[src/rtl/ad5681r_pkg.sv]
// Shared constants, state encoding and frame helper for the AD5681R DAC driver.
package ad5681r_pkg;

  localparam int unsigned FRAME_W = 24;

  localparam logic [3:0] CMD_WR_UPD  = 4'b0011;
  localparam logic [3:0] CMD_WR_CTRL = 4'b0100;

  // Control word: reset=0, PD=00, internal reference on, gain x1
  localparam logic [FRAME_W-1:0] CTRL_DEFAULT = {CMD_WR_CTRL, 20'h00000};

  typedef logic [2:0] state_t;

  localparam state_t ST_RST_PULSE = 3'd0;
  localparam state_t ST_RST_WAIT  = 3'd1;
  localparam state_t ST_CTRL_LOAD = 3'd2;
  localparam state_t ST_IDLE      = 3'd3;
  localparam state_t ST_LOAD      = 3'd4;
  localparam state_t ST_SHIFT     = 3'd5;
  localparam state_t ST_GAP       = 3'd6;

  function automatic logic [FRAME_W-1:0] upd_frame(input logic [11:0] code);
    return {CMD_WR_UPD, code, 8'h00};
  endfunction

endpackage

[src/rtl/ad5681r_spi_shift.sv]
// Loadable 24-bit MSB-first shifter generating SCL (idle high) and SDA; the DAC
// samples SDA on SCL falling edges.
module ad5681r_spi_shift
  import ad5681r_pkg::*;
#(
  parameter int unsigned CLK_DIV = 2
) (
  input  logic               clk,
  input  logic               reset,
  input  logic               load_i,
  input  logic [FRAME_W-1:0] frame_i,
  output logic               scl_o,
  output logic               sda_o,
  output logic               done_o
);

  localparam int unsigned PhW = $clog2(2 * CLK_DIV);
  localparam logic [PhW-1:0] PhFall = PhW'(CLK_DIV - 1);
  localparam logic [PhW-1:0] PhLast = PhW'(2 * CLK_DIV - 1);
  localparam logic [4:0]     BitLast = 5'(FRAME_W - 1);

  logic [FRAME_W-1:0] sr_q, sr_d;
  logic [4:0]         bit_q, bit_d;
  logic [PhW-1:0]     ph_q, ph_d;
  logic               act_q, act_d;
  logic               scl_q, scl_d;
  logic               sda_q, sda_d;

  always_comb begin
    sr_d  = sr_q;
    bit_d = bit_q;
    ph_d  = ph_q;
    act_d = act_q;
    scl_d = scl_q;
    sda_d = sda_q;
    if (load_i) begin
      sr_d  = frame_i;
      bit_d = '0;
      ph_d  = '0;
      act_d = 1'b1;
      scl_d = 1'b1;
      sda_d = frame_i[FRAME_W-1];
    end else if (act_q) begin
      if (ph_q == PhLast) begin
        ph_d  = '0;
        scl_d = 1'b1;
        if (bit_q == BitLast) begin
          // Frame end: counters wrap and the line returns to idle
          bit_d = '0;
          act_d = 1'b0;
          sda_d = 1'b0;
        end else begin
          bit_d = bit_q + 5'd1;
          sr_d  = {sr_q[FRAME_W-2:0], 1'b0};
          sda_d = sr_q[FRAME_W-2];
        end
      end else begin
        ph_d = ph_q + PhW'(1);
        if (ph_q == PhFall) begin
          scl_d = 1'b0;
        end
      end
    end
  end

  always_ff @(posedge clk) begin
    if (reset) begin
      sr_q  <= '0;
      bit_q <= '0;
      ph_q  <= '0;
      act_q <= 1'b0;
      scl_q <= 1'b1;
      sda_q <= 1'b0;
    end else begin
      sr_q  <= sr_d;
      bit_q <= bit_d;
      ph_q  <= ph_d;
      act_q <= act_d;
      scl_q <= scl_d;
      sda_q <= sda_d;
    end
  end

  assign scl_o  = scl_q;
  assign sda_o  = sda_q;
  assign done_o = act_q && (bit_q == BitLast) && (ph_q == PhLast);

endmodule

[src/rtl/ad5681r_dac_drv.sv]
// AD5681R serial driver: hardware-reset pulse and control write after reset,
// then one write-and-update frame per accepted 12-bit sample.
module ad5681r_dac_drv
  import ad5681r_pkg::*;
#(
  parameter int unsigned CLK_DIV   = 2,
  parameter int unsigned RST_CYC   = 32,
  parameter int unsigned INIT_WAIT = 50,
  parameter int unsigned SYNC_HI   = 4
) (
  input  logic        clk,
  input  logic        reset,
  input  logic [11:0] sample_i,
  input  logic        sample_valid_i,
  output logic        sample_ready_o,
  output logic        busy_o,
  output logic        AD5681R_SCL,
  output logic        AD5681R_SDA,
  output logic        AD5681R_SYNCn,
  output logic        AD5681R_RSTn,
  output logic        AD5681R_LDACn
);

  localparam int unsigned CntMax0 = (RST_CYC > INIT_WAIT) ? RST_CYC : INIT_WAIT;
  localparam int unsigned CntMax  = (CntMax0 > SYNC_HI) ? CntMax0 : SYNC_HI;
  localparam int unsigned CntW    = $clog2(CntMax + 1);

  state_t            state_q, state_d;
  logic [CntW-1:0]   cnt_q, cnt_d;
  logic              ready_q, ready_d;
  logic              busy_q, busy_d;
  logic              syncn_q, syncn_d;
  logic              rstn_q, rstn_d;
  logic              load;
  logic [FRAME_W-1:0] frame;
  logic              shift_done;

  always_comb begin
    state_d = state_q;
    cnt_d   = cnt_q;
    load    = 1'b0;
    frame   = CTRL_DEFAULT;
    case (state_q)
      ST_RST_PULSE: begin
        if (cnt_q == CntW'(RST_CYC - 1)) begin
          cnt_d   = '0;
          state_d = ST_RST_WAIT;
        end else begin
          cnt_d = cnt_q + CntW'(1);
        end
      end
      ST_RST_WAIT: begin
        if (cnt_q == CntW'(INIT_WAIT - 1)) begin
          cnt_d   = '0;
          state_d = ST_CTRL_LOAD;
        end else begin
          cnt_d = cnt_q + CntW'(1);
        end
      end
      ST_CTRL_LOAD: begin
        load    = 1'b1;
        state_d = ST_SHIFT;
      end
      ST_IDLE: begin
        // The shifter latches the frame, so sample_i matters only on this edge
        if (sample_valid_i && ready_q) begin
          load    = 1'b1;
          frame   = upd_frame(sample_i);
          state_d = ST_LOAD;
        end
      end
      ST_LOAD: begin
        state_d = ST_SHIFT;
      end
      ST_SHIFT: begin
        if (shift_done) begin
          state_d = ST_GAP;
        end
      end
      ST_GAP: begin
        if (cnt_q == CntW'(SYNC_HI - 1)) begin
          cnt_d   = '0;
          state_d = ST_IDLE;
        end else begin
          cnt_d = cnt_q + CntW'(1);
        end
      end
      default: begin
        cnt_d   = '0;
        state_d = ST_RST_PULSE;
      end
    endcase
  end

  // Outputs are decoded from the next state so they register alongside it
  always_comb begin
    syncn_d = !((state_d == ST_LOAD) || (state_d == ST_SHIFT));
    rstn_d  = (state_d != ST_RST_PULSE);
    ready_d = (state_d == ST_IDLE);
    busy_d  = (state_d != ST_IDLE);
  end

  always_ff @(posedge clk) begin
    if (reset) begin
      state_q <= ST_RST_PULSE;
      cnt_q   <= '0;
      ready_q <= 1'b0;
      busy_q  <= 1'b1;
      syncn_q <= 1'b1;
      rstn_q  <= 1'b0;
    end else begin
      state_q <= state_d;
      cnt_q   <= cnt_d;
      ready_q <= ready_d;
      busy_q  <= busy_d;
      syncn_q <= syncn_d;
      rstn_q  <= rstn_d;
    end
  end

  ad5681r_spi_shift #(
    .CLK_DIV (CLK_DIV)
  ) u_shift (
    .clk     (clk),
    .reset   (reset),
    .load_i  (load),
    .frame_i (frame),
    .scl_o   (AD5681R_SCL),
    .sda_o   (AD5681R_SDA),
    .done_o  (shift_done)
  );

  assign sample_ready_o = ready_q;
  assign busy_o         = busy_q;
  assign AD5681R_SYNCn  = syncn_q;
  assign AD5681R_RSTn   = rstn_q;
  assign AD5681R_LDACn  = 1'b0;

endmodule
[config.mk]
export PLATFORM = sky130hd
export DESIGN_NAME = ad5681r_dac_drv
export DESIGN_NICKNAME = d
export VERILOG_FILES = /design/src/rtl/ad5681r_pkg.sv /design/src/rtl/ad5681r_spi_shift.sv /design/src/rtl/ad5681r_dac_drv.sv
export SDC_FILE = /design/constraint.sdc
export NUM_CORES = 1
export LEC_CHECK = 0
export BUFFER_PORTS_ARGS = -buffer_cell sky130_fd_sc_hd__buf_2
export CORE_UTILIZATION = 64
export CTS_BUF_LIST = sky130_fd_sc_hd__clkbuf_8
export CTS_CLUSTER_SIZE = 16
export DETAILED_ROUTE_END_ITERATION = 8
export MAX_ROUTING_LAYER = met4
export PLACE_DENSITY = 0.91
export SYNTH_ARGS = -nofsm -noshare
export SYNTH_HDL_FRONTEND = slang
export SYNTH_SLANG_ARGS = --single-unit
export TNS_END_PERCENT = 1
[constraint.sdc]
create_clock -name clk -period 3.9 [get_ports clk]
set_clock_uncertainty 0.15 [all_clocks]
set_input_delay 0.39 -clock clk [delete_from_list [all_inputs] [get_ports clk]]
set_output_delay 0.39 -clock clk [all_outputs]
set_load 0.02 [all_outputs]
==> impl_metrics.json, run 1 <==
{
  "holdWs_ps": 191,
  "placementRows": 18,
  "min_path_cells": 3,
  "io_buffers": 20,
  "antenna_found_initial": 0,
  "gr-total-overflow": 0,
  "status": "finished, final reports clean",
  "min_from": "sample_i[3]",
  "remaining_drc_errors": 0,
  "post_cts_buffers": 0,
  "cts.htree.levels": 2,
  "cts_buffer_depth": 2,
  "die_h_um": 55.3,
  "netlist_area_sq_um": 1820,
  "grt_pass1_wl_um": 6160,
  "power_leakage_uw": 0.000747,
  "via_per_inst": 5.82,
  "drt_iter0_markers": 54,
  "ir_worst_vdd_mv": 0.352,
  "crit_slowest_cell": "and2_1",
  "place.gp.congestion": 0.855,
  "crit_path_start_kind": "register",
  "synth_most_common_cell": "dfxtp_1",
  "syn_nets": 242,
  "ys_dominant_reg_cell": "dfxtp_1",
  "hpwl_um": 2370,
  "yosysSeqAreaShare": 0.418,
  "holdBufCountCts": 0,
  "chipWidth_um": 55.3,
  "drv_cap": 0,
  "r2r_end": "u_shift.sr_q[8]$_SDFFE_PP0P_",
  "start_util": 0.702,
  "worstSetupPathType": "reg2reg",
  "yosys.area.top_type_share": 0.418,
  "worstPathCellList": "ha_1 > nand4b_1 > nand2_1 > and2_1 > a22oi_1 > nor2_1",
  "cp_max_fo": 16,
  "place_inst": 258,
  "slew_headroom": 0.452,
  "setup_viol": 0,
  "clk_latency_ps": 290,
  "tightest_slew_ps": 820,
  "die_area_sq_um": 3060,
  "end_kind": "register",
  "synth_edf_count": 0,
  "slowest_delay_ps": 450,
  "synth_area_leaders": "dfxtp_1 (42%), nand2_1 (6.8%), a221oi_1 (5.3%)",
  "wl_um": 3440,
  "fin_crit_ps": 2220,
  "cp_top_family": "simple AND/OR/NAND/NOR gates",
  "ys_types": 48,
  "diodes": 0,
  "fp.coreArea_sq_um": 2590,
  "r2r_slack_ps": 1680,
  "rsz0062_at_grt": "false",
  "reg2regPathDepth": 6,
  "fmax_mhz": 450,
  "final_hold_viol_count": 0,
  "arrival_ps": 2310,
  "postRouteAntennaNets": 0,
  "grt_pass1_vias": 1434,
  "yosys_register_bits": 38,
  "drive_gt1_frac": 0.161,
  "stdcell_count": 266,
  "wire_per_inst_um": 12.9,
  "fin_crit_sh": 0.570,
  "firstDrtPassIters": 4,
  "cts_tree": "yes",
  "root_buffer": "clkbuf_8",
  "path_clk_slew_ps": 80,
  "ctsResizeCount": 0,
  "syn_area_per_cell_sq_um": 8.19,
  "critPathRequiredTime_ps": 3980,
  "slew_viol_final": 0,
  "grt_max_degree": 27,
  "power_density_nw_per_um2": 355,
  "syn_inst": 222,
  "synth_top_cell_by_area": "dfxtp_1",
  "regToRegStartpoint": "u_shift.bit_q[0]$_SDFFE_PP0P_",
  "areaGrowthSynthToFinish_pct": 9.22,
  "design_area_sq_um": 1990,
  "hold_end": "u_shift.sr_q[11]$_SDFFE_PP0P_",
  "async_flop_share": 0,
  "yosysWarnings": 0,
  "num_vias": 1549,
  "grt_usage": 0.257,
  "path_buf_inv": 0,
  "hold_path.class": "in2reg",
  "ioPinCount": 22,
  "numCtsBuffers": 5,
  "synthTopCellsByCount": "dfxtp_1 (38), nand2_1 (33), o21ai_0 (17)",
  "cts_sinks": 38,
  "num-nets-final": 255,
  "fin_setup_tns_ps": 0,
  "place_area_sq_um": 1890
}
[layout make-up]
class                   instances  area, sq um
clock buffers                   6         82.6
clock inverters                 2         12.5
fillers                       191          604
inverters                      16         60.1
multi-input cells             154          932
flip-flops and latches         38          761
well taps                      30         37.5
repair buffers                 20          100
[placed cells by master, fill, tap and decap left out, types with 2 or more instances in the layout]
cell type and count:
a21oi_1 15, o21ai_0 17, nor3_1 5, clkbuf_8 6, nand2_1 33, nand3_1 10, ha_1 5, and3_1 2
or3_1 3, xor2_1 2, inv_1 16, and2_1 3, dfxtp_1 38, buf_2 20, nor2_1 13, mux2i_1 2
a21oi_2 2, nand2b_1 3, a31oi_1 2, a221oi_1 11
[layer usage]
layer	global-route usage	part of all wire	wire, um	vias up
met5	-	0	0	-
met4	0.104	0.018	63	0
met3	0.0726	0.038	130	10
met2	0.365	0.46	1580	30
met1	0.344	0.48	1660	701
li1	-	-	-	808
[worst max path at each step]
| stage | start | end | slack (ps) | cells past startpoint |
|---|---|---|---|---|
| 6_report | u_shift.bit_q[0]$_SDFFE_PP0P_ | u_shift.sr_q[8]$_SDFFE_PP0P_ | 1680 | 6 |
| 5_1_grt | u_shift.bit_q[0]$_SDFFE_PP0P_ | u_shift.sr_q[8]$_SDFFE_PP0P_ | 1420 | 6 |
| 4_1_cts | u_shift.ph_q[0]$_SDFFE_PP0P_ | u_shift.sr_q[9]$_SDFFE_PP0P_ | 1680 | 5 |
| 3_5_place_dp | u_shift.ph_q[0]$_SDFFE_PP0P_ | u_shift.sr_q[9]$_SDFFE_PP0P_ | 1710 | 5 |
| 3_3_place_gp | cnt_q[0]$_SDFFE_PP0N_ | AD5681R_RSTn$_SDFF_PP0_ | 1780 | 6 |
| 2_1_floorplan | cnt_q[0]$_SDFFE_PP0N_ | AD5681R_RSTn$_SDFF_PP0_ | 1890 | 6 |
[per-stage QoR]
| stage | total power, uW | setup WS (ps) | util |
|---|---|---|---|
| 2_1_floorplan | 418 | 1890 | - |
| 3_3_place_gp | 426 | 1780 | 0.730 |
| 3_5_place_dp | 427 | 1710 | 0.730 |
| 4_1_cts | 707 | 1680 | 0.767 |
| 5_1_grt | 725 | 1420 | 0.767 |
| 6_report | 704 | 1680 | 0.767 |
[sequential cells by signal, summed over array words and instances, names as in the netlist, 2 cells and up]
name           flops
u_shift.sr_q      15
cnt_q              6
state_q            3
u_shift.bit_q      5
u_shift.ph_q       2
[kinds of logic (layout without fill, tap and decap cells)]
logic type               after synthesis  in the layout  synth area share
AO/OA/AOI/OAI                         62             62             0.231
XOR/XNOR                               2              2           0.00964
adder cells (fa/ha/maj)                5              5            0.0344
buffers and inverters                 30             44            0.0688
flip-flops                            38             38             0.418
multiplexers                           3              3            0.0172
other                                  1              1           0.00206
AND/OR/NAND/NOR                       81             81             0.219
[worst reg2reg max path, cell delays in order, from the launching register on]
cell and delay, ps:
dfxtp_1 380, ha_1 230, nand4b_1 250, nand2_1 410, and2_1 460, a22oi_1 150
nor2_1 130
[power breakdown]
part	switching (uW)	internal (uW)	leakage (uW)
clock	144	142	0.0000472
combinational	13.1	11.0	0.000393
sequential	3.31	390	0.000307
Note: power is estimated with default switching activity, not from simulation.
==> run 2, diff against run 1 <==
--- a/config.mk
+++ b/config.mk
@@ -5,13 +5,14 @@
 export SDC_FILE = /design/constraint.sdc
 export NUM_CORES = 1
 export LEC_CHECK = 0
+export ABC_AREA = 1
 export BUFFER_PORTS_ARGS = -buffer_cell sky130_fd_sc_hd__buf_2
-export CORE_UTILIZATION = 64
+export CORE_UTILIZATION = 54
 export CTS_BUF_LIST = sky130_fd_sc_hd__clkbuf_8
 export CTS_CLUSTER_SIZE = 16
 export DETAILED_ROUTE_END_ITERATION = 8
 export MAX_ROUTING_LAYER = met4
-export PLACE_DENSITY = 0.91
+export PLACE_DENSITY = 0.81
 export SYNTH_ARGS = -nofsm -noshare
 export SYNTH_HDL_FRONTEND = slang
 export SYNTH_SLANG_ARGS = --single-unit
==> constraint.sdc (replaced) <==
create_clock -name clk -period 1.9 [get_ports clk]
set_clock_uncertainty 0.15 [all_clocks]
set_input_delay 0.19 -clock clk [delete_from_list [all_inputs] [get_ports clk]]
set_output_delay 0.19 -clock clk [all_outputs]
set_load 0.02 [all_outputs]
==> run 2 against run 1 <==
Total power is 110% higher. Area after synthesis up 8.9%. Critical path depth increased by 2. Core utilization decreased by 10 points. Via count is 12% higher. Sequential cell count stayed put. Synthesized cell count is 27% higher. Routed wire length rose by 8.6%. Hold slack got worse by 170 ps. Clock power up 100%. Largest cell class unchanged. Largest power group unchanged.
==> impl_metrics.json, run 2 <==
{
  "start_util": 0.580,
  "areaGrowthSynthToFinish_pct": 14.4,
  "fmax_mhz": 571,
  "status": "finished, final reports clean",
  "ys_types": 32,
  "largest_reg_flops": 15,
  "cp_max_fo": 15,
  "setup_viol": 0,
  "fin_crit_sh": 0.921,
  "regToRegStartpoint": "u_shift.bit_q[0]$_SDFFE_PP0P_",
  "crit_slowest_cell": "dfxtp_1",
  "yosysWarnings": 0,
  "cts.htree.levels": 2,
  "n_fill_cell": 306,
  "gr-total-overflow": 0,
  "cts_tree": "yes",
  "power_density_nw_per_um2": 641,
  "die_area_sq_um": 3910,
  "ctsResizeCount": 0,
  "fin_setup_tns_ps": 0,
  "crit_top_cell": "nand2_1",
  "root_buffer": "clkbuf_8",
  "min_from": "reset",
  "num_vias": 1731,
  "synth_edf_count": 0,
  "via_per_inst": 4.81,
  "ir_worst_vdd_mv": 0.396,
  "wire_per_inst_um": 10.4,
  "post_cts_buffers": 0,
  "fin_crit_ps": 1750,
  "placementRows": 21,
  "dpl_worst_slack_ps": 198,
  "hpwl_um": 2640,
  "holdBufCountCts": 9,
  "grt_pass1_wl_um": 6590,
  "yosys_register_bits": 38,
  "drive_gt1_frac": 0.166,
  "path_clk_slew_ps": 70,
  "tightest_slew_ps": 505,
  "final_hold_viol_count": 0,
  "worstPathCellList": "ha_1 > nand2_1 > inv_1 > nand2_1 > nand2_2 > nand2_8 > o21ai_0 > nor2_1",
  "slew_headroom": 0.663,
  "fp.coreArea_sq_um": 3420,
  "synth_area_leaders": "dfxtp_1 (38%), nor2_1 (12%), nand2_1 (11%)",
  "postRouteAntennaNets": 0,
  "power_leakage_uw": 0.00110,
  "final_cell_mix": "nor2_1 (63), nand2_1 (57), dfxtp_1 (38)",
  "syn_nets": 303,
  "async_flop_share": 0,
  "grt_max_degree": 20,
  "critPathRequiredTime_ps": 1930,
  "clk_latency_ps": 290,
  "multiInputGateArea_sq_um": 1030,
  "firstDrtPassIters": 4,
  "arrival_ps": 1780,
  "remaining_drc_errors": 0,
  "worstSetupPathType": "reg2reg",
  "end_kind": "register",
  "cts_sinks": 38,
  "drv_cap": 0,
  "numCtsBuffers": 5,
  "holdWs_ps": 16.8,
  "syn_inst": 283,
  "die_h_um": 62.6,
  "regArea_sq_um": 761,
  "grt_usage": 0.220,
  "syn_area_per_cell_sq_um": 7.00,
  "cp-startpoint": "u_shift.bit_q[0]$_SDFFE_PP0P_",
  "top_regs": "u_shift.sr_q x15, cnt_q x6, u_shift.bit_q x5",
  "crit_path_start_kind": "register",
  "antenna_found_initial": 0,
  "layout_commonest_cell": "nor2_1",
  "hold_path.class": "in2reg",
  "wl_um": 3740,
  "regMostFlops": "u_shift.sr_q",
  "yosys.area.top_type_share": 0.384,
  "synthTopCellsByCount": "nor2_1 (63), nand2_1 (57), dfxtp_1 (38)",
  "slew_viol_final": 0,
  "yosysSeqAreaShare": 0.384,
  "io_buffers": 20,
  "grt_pass1_vias": 1633,
  "drt_iter0_markers": 104,
  "rsz0062_at_grt": "false",
  "ys_dominant_reg_cell": "dfxtp_1",
  "setup_ws_ps": 150,
  "cts_buffer_depth": 2,
  "synth_most_common_cell": "nor2_1",
  "num-nets-final": 333,
  "diodes": 0,
  "netlist_area_sq_um": 1980,
  "ioPinCount": 22,
  "slowest_delay_ps": 390,
  "synth_top_cell_by_area": "dfxtp_1",
  "chipWidth_um": 62.6,
  "place.gp.congestion": 0.853
}
==> run 2: cell count changes after synthesis, sizes merged, moves of 3 or more <==
cell,before,now
a221oi,11,0
and2,3,0
clkbuf,7,1
inv,16,30
nand2,33,63
nand2b,3,0
nand3,10,21
nor2,13,67
o21ai,18,21
or3,3,0
==> run 2: final cells by class <==
class                           count  share of cell area
Sequential cell                    38               0.336
Tap cell                           46              0.0254
Clock buffer                        6              0.0364
Timing Repair Buffer               31              0.0906
Multi-Input combinational cell    207               0.456
Inverter                           30              0.0508
Clock inverter                      2             0.00552
==> run 2: metal layers <==
layer | part of all wire | track usage | up-vias
li1 | - | - | 949
met1 | 0.48 | 0.247 | 751
met2 | 0.48 | 0.374 | 29
met3 | 0.032 | 0.0383 | 2
met4 | 0.0094 | 0.113 | 0
met5 | 0 | - | -
==> run 2: through the flow <==
stage / power, uW / instance area (sq um) / utilization / std cells
floorplan: 857 / 1980 / - / 283
global placement: 878 / 2080 / 0.609 / 343
detailed placement: 879 / 2080 / 0.609 / 343
CTS: 1470 / 2270 / 0.663 / 360
global route: 1510 / 2270 / 0.663 / 360
finish: 1450 / 2270 / 0.663 / 360
==> run 2: worst max-delay path, delay by kind of cell, from the launching register on <==
| kind | cells | cell delay [ps] |
|---|---|---|
| and+or+nand+nor | 5 | 600 |
| AOI/OAI and AO/OA | 1 | 210 |
| DFF | 1 | 390 |
| adders and majority gates | 1 | 190 |
| buffers and inverters | 1 | 90 |
==> run 2: power breakdown <==
group	internal [uW]	leakage (uW)	total, uW	switching, uW
clock network	292	0.0000472	577	286
logic	34.9	0.000750	67.6	32.7
registers	801	0.000307	808	6.23
==> run 2: path summary, 6_finish.rpt <==
kind	endpoint	slack, ps	depth (start not counted)
setup reg to reg	u_shift.sr_q[16]$_SDFFE_PP0P_	150	8
hold / removal	u_shift.act_q$_SDFF_PP0_	20	2
hold reg to reg	u_shift.scl_o$_SDFFE_PP1P_	330	2
setup / recovery	u_shift.sr_q[16]$_SDFFE_PP0P_	150	8
==> run 2: kinds of logic after synthesis <==
family | share of synthesized area
other cells | 0.00189
compound gates | 0.103
xor+xnor | 0.0272
fa+ha+maj | 0.0316
buf+inv | 0.0948
simple gates | 0.358
flops | 0.384
==> run 3, diff against run 2 <==
--- a/config.mk
+++ b/config.mk
@@ -6,7 +6,9 @@
 export NUM_CORES = 1
 export LEC_CHECK = 0
 export ABC_AREA = 1
-export BUFFER_PORTS_ARGS = -buffer_cell sky130_fd_sc_hd__buf_2
+export BUFFER_PORTS_ARGS = -buffer_cell sky130_fd_sc_hd__clkbuf_2
+export CORE_ASPECT_RATIO = 0.8
+export CORE_MARGIN = 5
 export CORE_UTILIZATION = 54
 export CTS_BUF_LIST = sky130_fd_sc_hd__clkbuf_8
 export CTS_CLUSTER_SIZE = 16
==> run 3 against run 2 <==
Combinational power increased by 2%. Largest cell class unchanged. Total power increased by 0.11%. Global-route usage decreased by 5.7 points. First-iteration DRC count decreased by 12%. Cell area decreased by 0.11%. Critical path depth unchanged. Die area increased by 27%. Via count increased by 0.87%. Register-to-register slack about the same. Routed wire length increased by 2.6%.
==> impl_metrics.json, run 3 (synthesis gave the netlist of run 2 again) <==
{
  "io_buffers": 20,
  "start_util": 0.567,
  "dpl_worst_slack_ps": 169,
  "path_clk_slew_ps": 80,
  "fp.coreArea_sq_um": 3490,
  "drt_iter0_markers": 92,
  "hold_end": "u_shift.sr_q[8]$_SDFFE_PP0P_",
  "placementRows": 19,
  "place.gp.congestion": 0.867,
  "areaGrowthSynthToFinish_pct": 14.3,
  "drv_cap": 0,
  "tightest_slew_ps": 531,
  "min_from": "reset",
  "postRouteAntennaNets": 0,
  "top_regs": "u_shift.sr_q x15, cnt_q x6, u_shift.bit_q x5",
  "grt_pass1_wl_um": 6470,
  "crit_path_start_kind": "register",
  "swShare": 0.223,
  "numCtsBuffers": 5,
  "p_seq_frac": 0.556,
  "hpwl_um": 2800,
  "wl_um": 3830,
  "diodes": 0,
  "setup_viol": 0,
  "holdBufCountCts": 10,
  "p_sw_uw": 325,
  "cp_max_fo": 15,
  "gr-total-overflow": 0,
  "grt_usage": 0.163,
  "cts_buffer_depth": 2,
  "p_clk_frac": 0.397,
  "regMostFlops": "u_shift.sr_q",
  "grt_pass1_vias": 1541,
  "ctsResizeCount": 0,
  "firstDrtPassIters": 4,
  "cts_sinks": 38,
  "internal_power_uw": 1130,
  "power.share.combinational": 0.047,
  "grt_max_degree": 20,
  "cts_tree": "yes",
  "setup_ws_ps": 135,
  "arrival_ps": 1800,
  "fin_setup_tns_ps": 0,
  "final_hold_viol_count": 0,
  "ioPinCount": 22,
  "end_kind": "register",
  "final_cell_mix": "nor2_1 (63), nand2_1 (57), dfxtp_1 (38)",
  "drive_gt1_frac": 0.162,
  "fin_total_pwr_uw": 1450,
  "clk_latency_ps": 290,
  "root_buffer": "clkbuf_8",
  "slew_viol_final": 0,
  "ir_worst_vdd_mv": 0.386,
  "die_h_um": 64.2,
  "fmax_mhz": 567,
  "fin_crit_ps": 1760,
  "hold_path.class": "in2reg",
  "cts.htree.levels": 2,
  "rsz0062_at_grt": "false",
  "wire_per_inst_um": 10.8,
  "die_area_sq_um": 4990,
  "via_per_inst": 4.90,
  "regToRegStartpoint": "u_shift.ph_q[0]$_SDFFE_PP0P_",
  "worstSetupPathType": "reg2reg",
  "r2r_slack_ps": 140,
  "num-nets-final": 333,
  "r2r_end": "u_shift.sr_q[9]$_SDFFE_PP0P_",
  "slew_headroom": 0.646,
  "largest_reg_flops": 15,
  "reg2regPathDepth": 8,
  "post_cts_buffers": 0,
  "chipWidth_um": 77.7,
  "power_leakage_uw": 0.00111,
  "antenna_found_initial": 0,
  "min_path_cells": 2,
  "holdWs_ps": 28.3,
  "power_density_nw_per_um2": 642,
  "status": "finished, final reports clean",
  "remaining_drc_errors": 0,
  "post-route-util": 0.648,
  "fin_crit_sh": 0.929,
  "layout_commonest_cell": "nor2_1",
  "num_vias": 1746,
  "critPathRequiredTime_ps": 1930
}
[run 3: metal layers]
metal	vias to the layer above	share of wire	track usage	routed length, um
li1	946	-	-	-
met5	-	0	-	0
met2	31	0.43	0.235	1660
met1	763	0.51	0.208	1940
met4	0	0.012	0.0794	47
met3	6	0.048	0.0478	183
[run 3: worst max-delay path by stage]
stage	startpoint	to	slack, ps	cells after the start
2_1_floorplan	u_shift.ph_q[0]$_SDFFE_PP0P_	u_shift.sr_q[13]$_SDFFE_PP0P_	390	9
3_3_place_gp	u_shift.ph_q[0]$_SDFFE_PP0P_	u_shift.sr_q[21]$_SDFFE_PP0P_	200	8
3_5_place_dp	u_shift.ph_q[0]$_SDFFE_PP0P_	u_shift.sr_q[9]$_SDFFE_PP0P_	170	8
4_1_cts	u_shift.ph_q[0]$_SDFFE_PP0P_	u_shift.sr_q[9]$_SDFFE_PP0P_	130	8
5_1_grt	u_shift.ph_q[0]$_SDFFE_PP0P_	u_shift.sr_q[15]$_SDFFE_PP0P_	10	8
6_report	u_shift.ph_q[0]$_SDFFE_PP0P_	u_shift.sr_q[9]$_SDFFE_PP0P_	140	8
[run 3: power by group through the flow]
stage / Combinational [uW] / Clock, uW / Sequential, uW
floorplan: 32.0 / 0 / 825
global placement: 51.9 / 0 / 826
detailed placement: 52.6 / 0 / 827
CTS: 68.9 / 590 / 808
global route: 77.8 / 620 / 809
finish: 69.1 / 577 / 808
[run 3: worst max-delay path: stages, from the launching register on]
cell     delay (ps)
dfxtp_1         400
ha_1            230
nand2_2         140
inv_2           100
nand2_2         190
nand2_8         190
inv_2            80
nor2_1          110
nor2_1           60
[run 3: per-stage QoR]
step                      instances  instance area (sq um)
after global routing            356                   2260
after detailed placement        338                   2070
final                           356                   2260
after CTS                       356                   2260
after floorplan                 283                   1980
after global placement          338                   2070
[run 3: layout make-up]
| cell class | instances | area, sq um |
|---|---|---|
| Fill cell | 317 | 1230 |
| Multi-Input combinational cell | 207 | 1030 |
| Sequential cell | 38 | 761 |
| Timing Repair Buffer | 31 | 208 |
| Inverter | 30 | 115 |
| Clock buffer | 6 | 82.6 |
| Tap cell | 42 | 52.6 |
| Clock inverter | 2 | 12.5 |
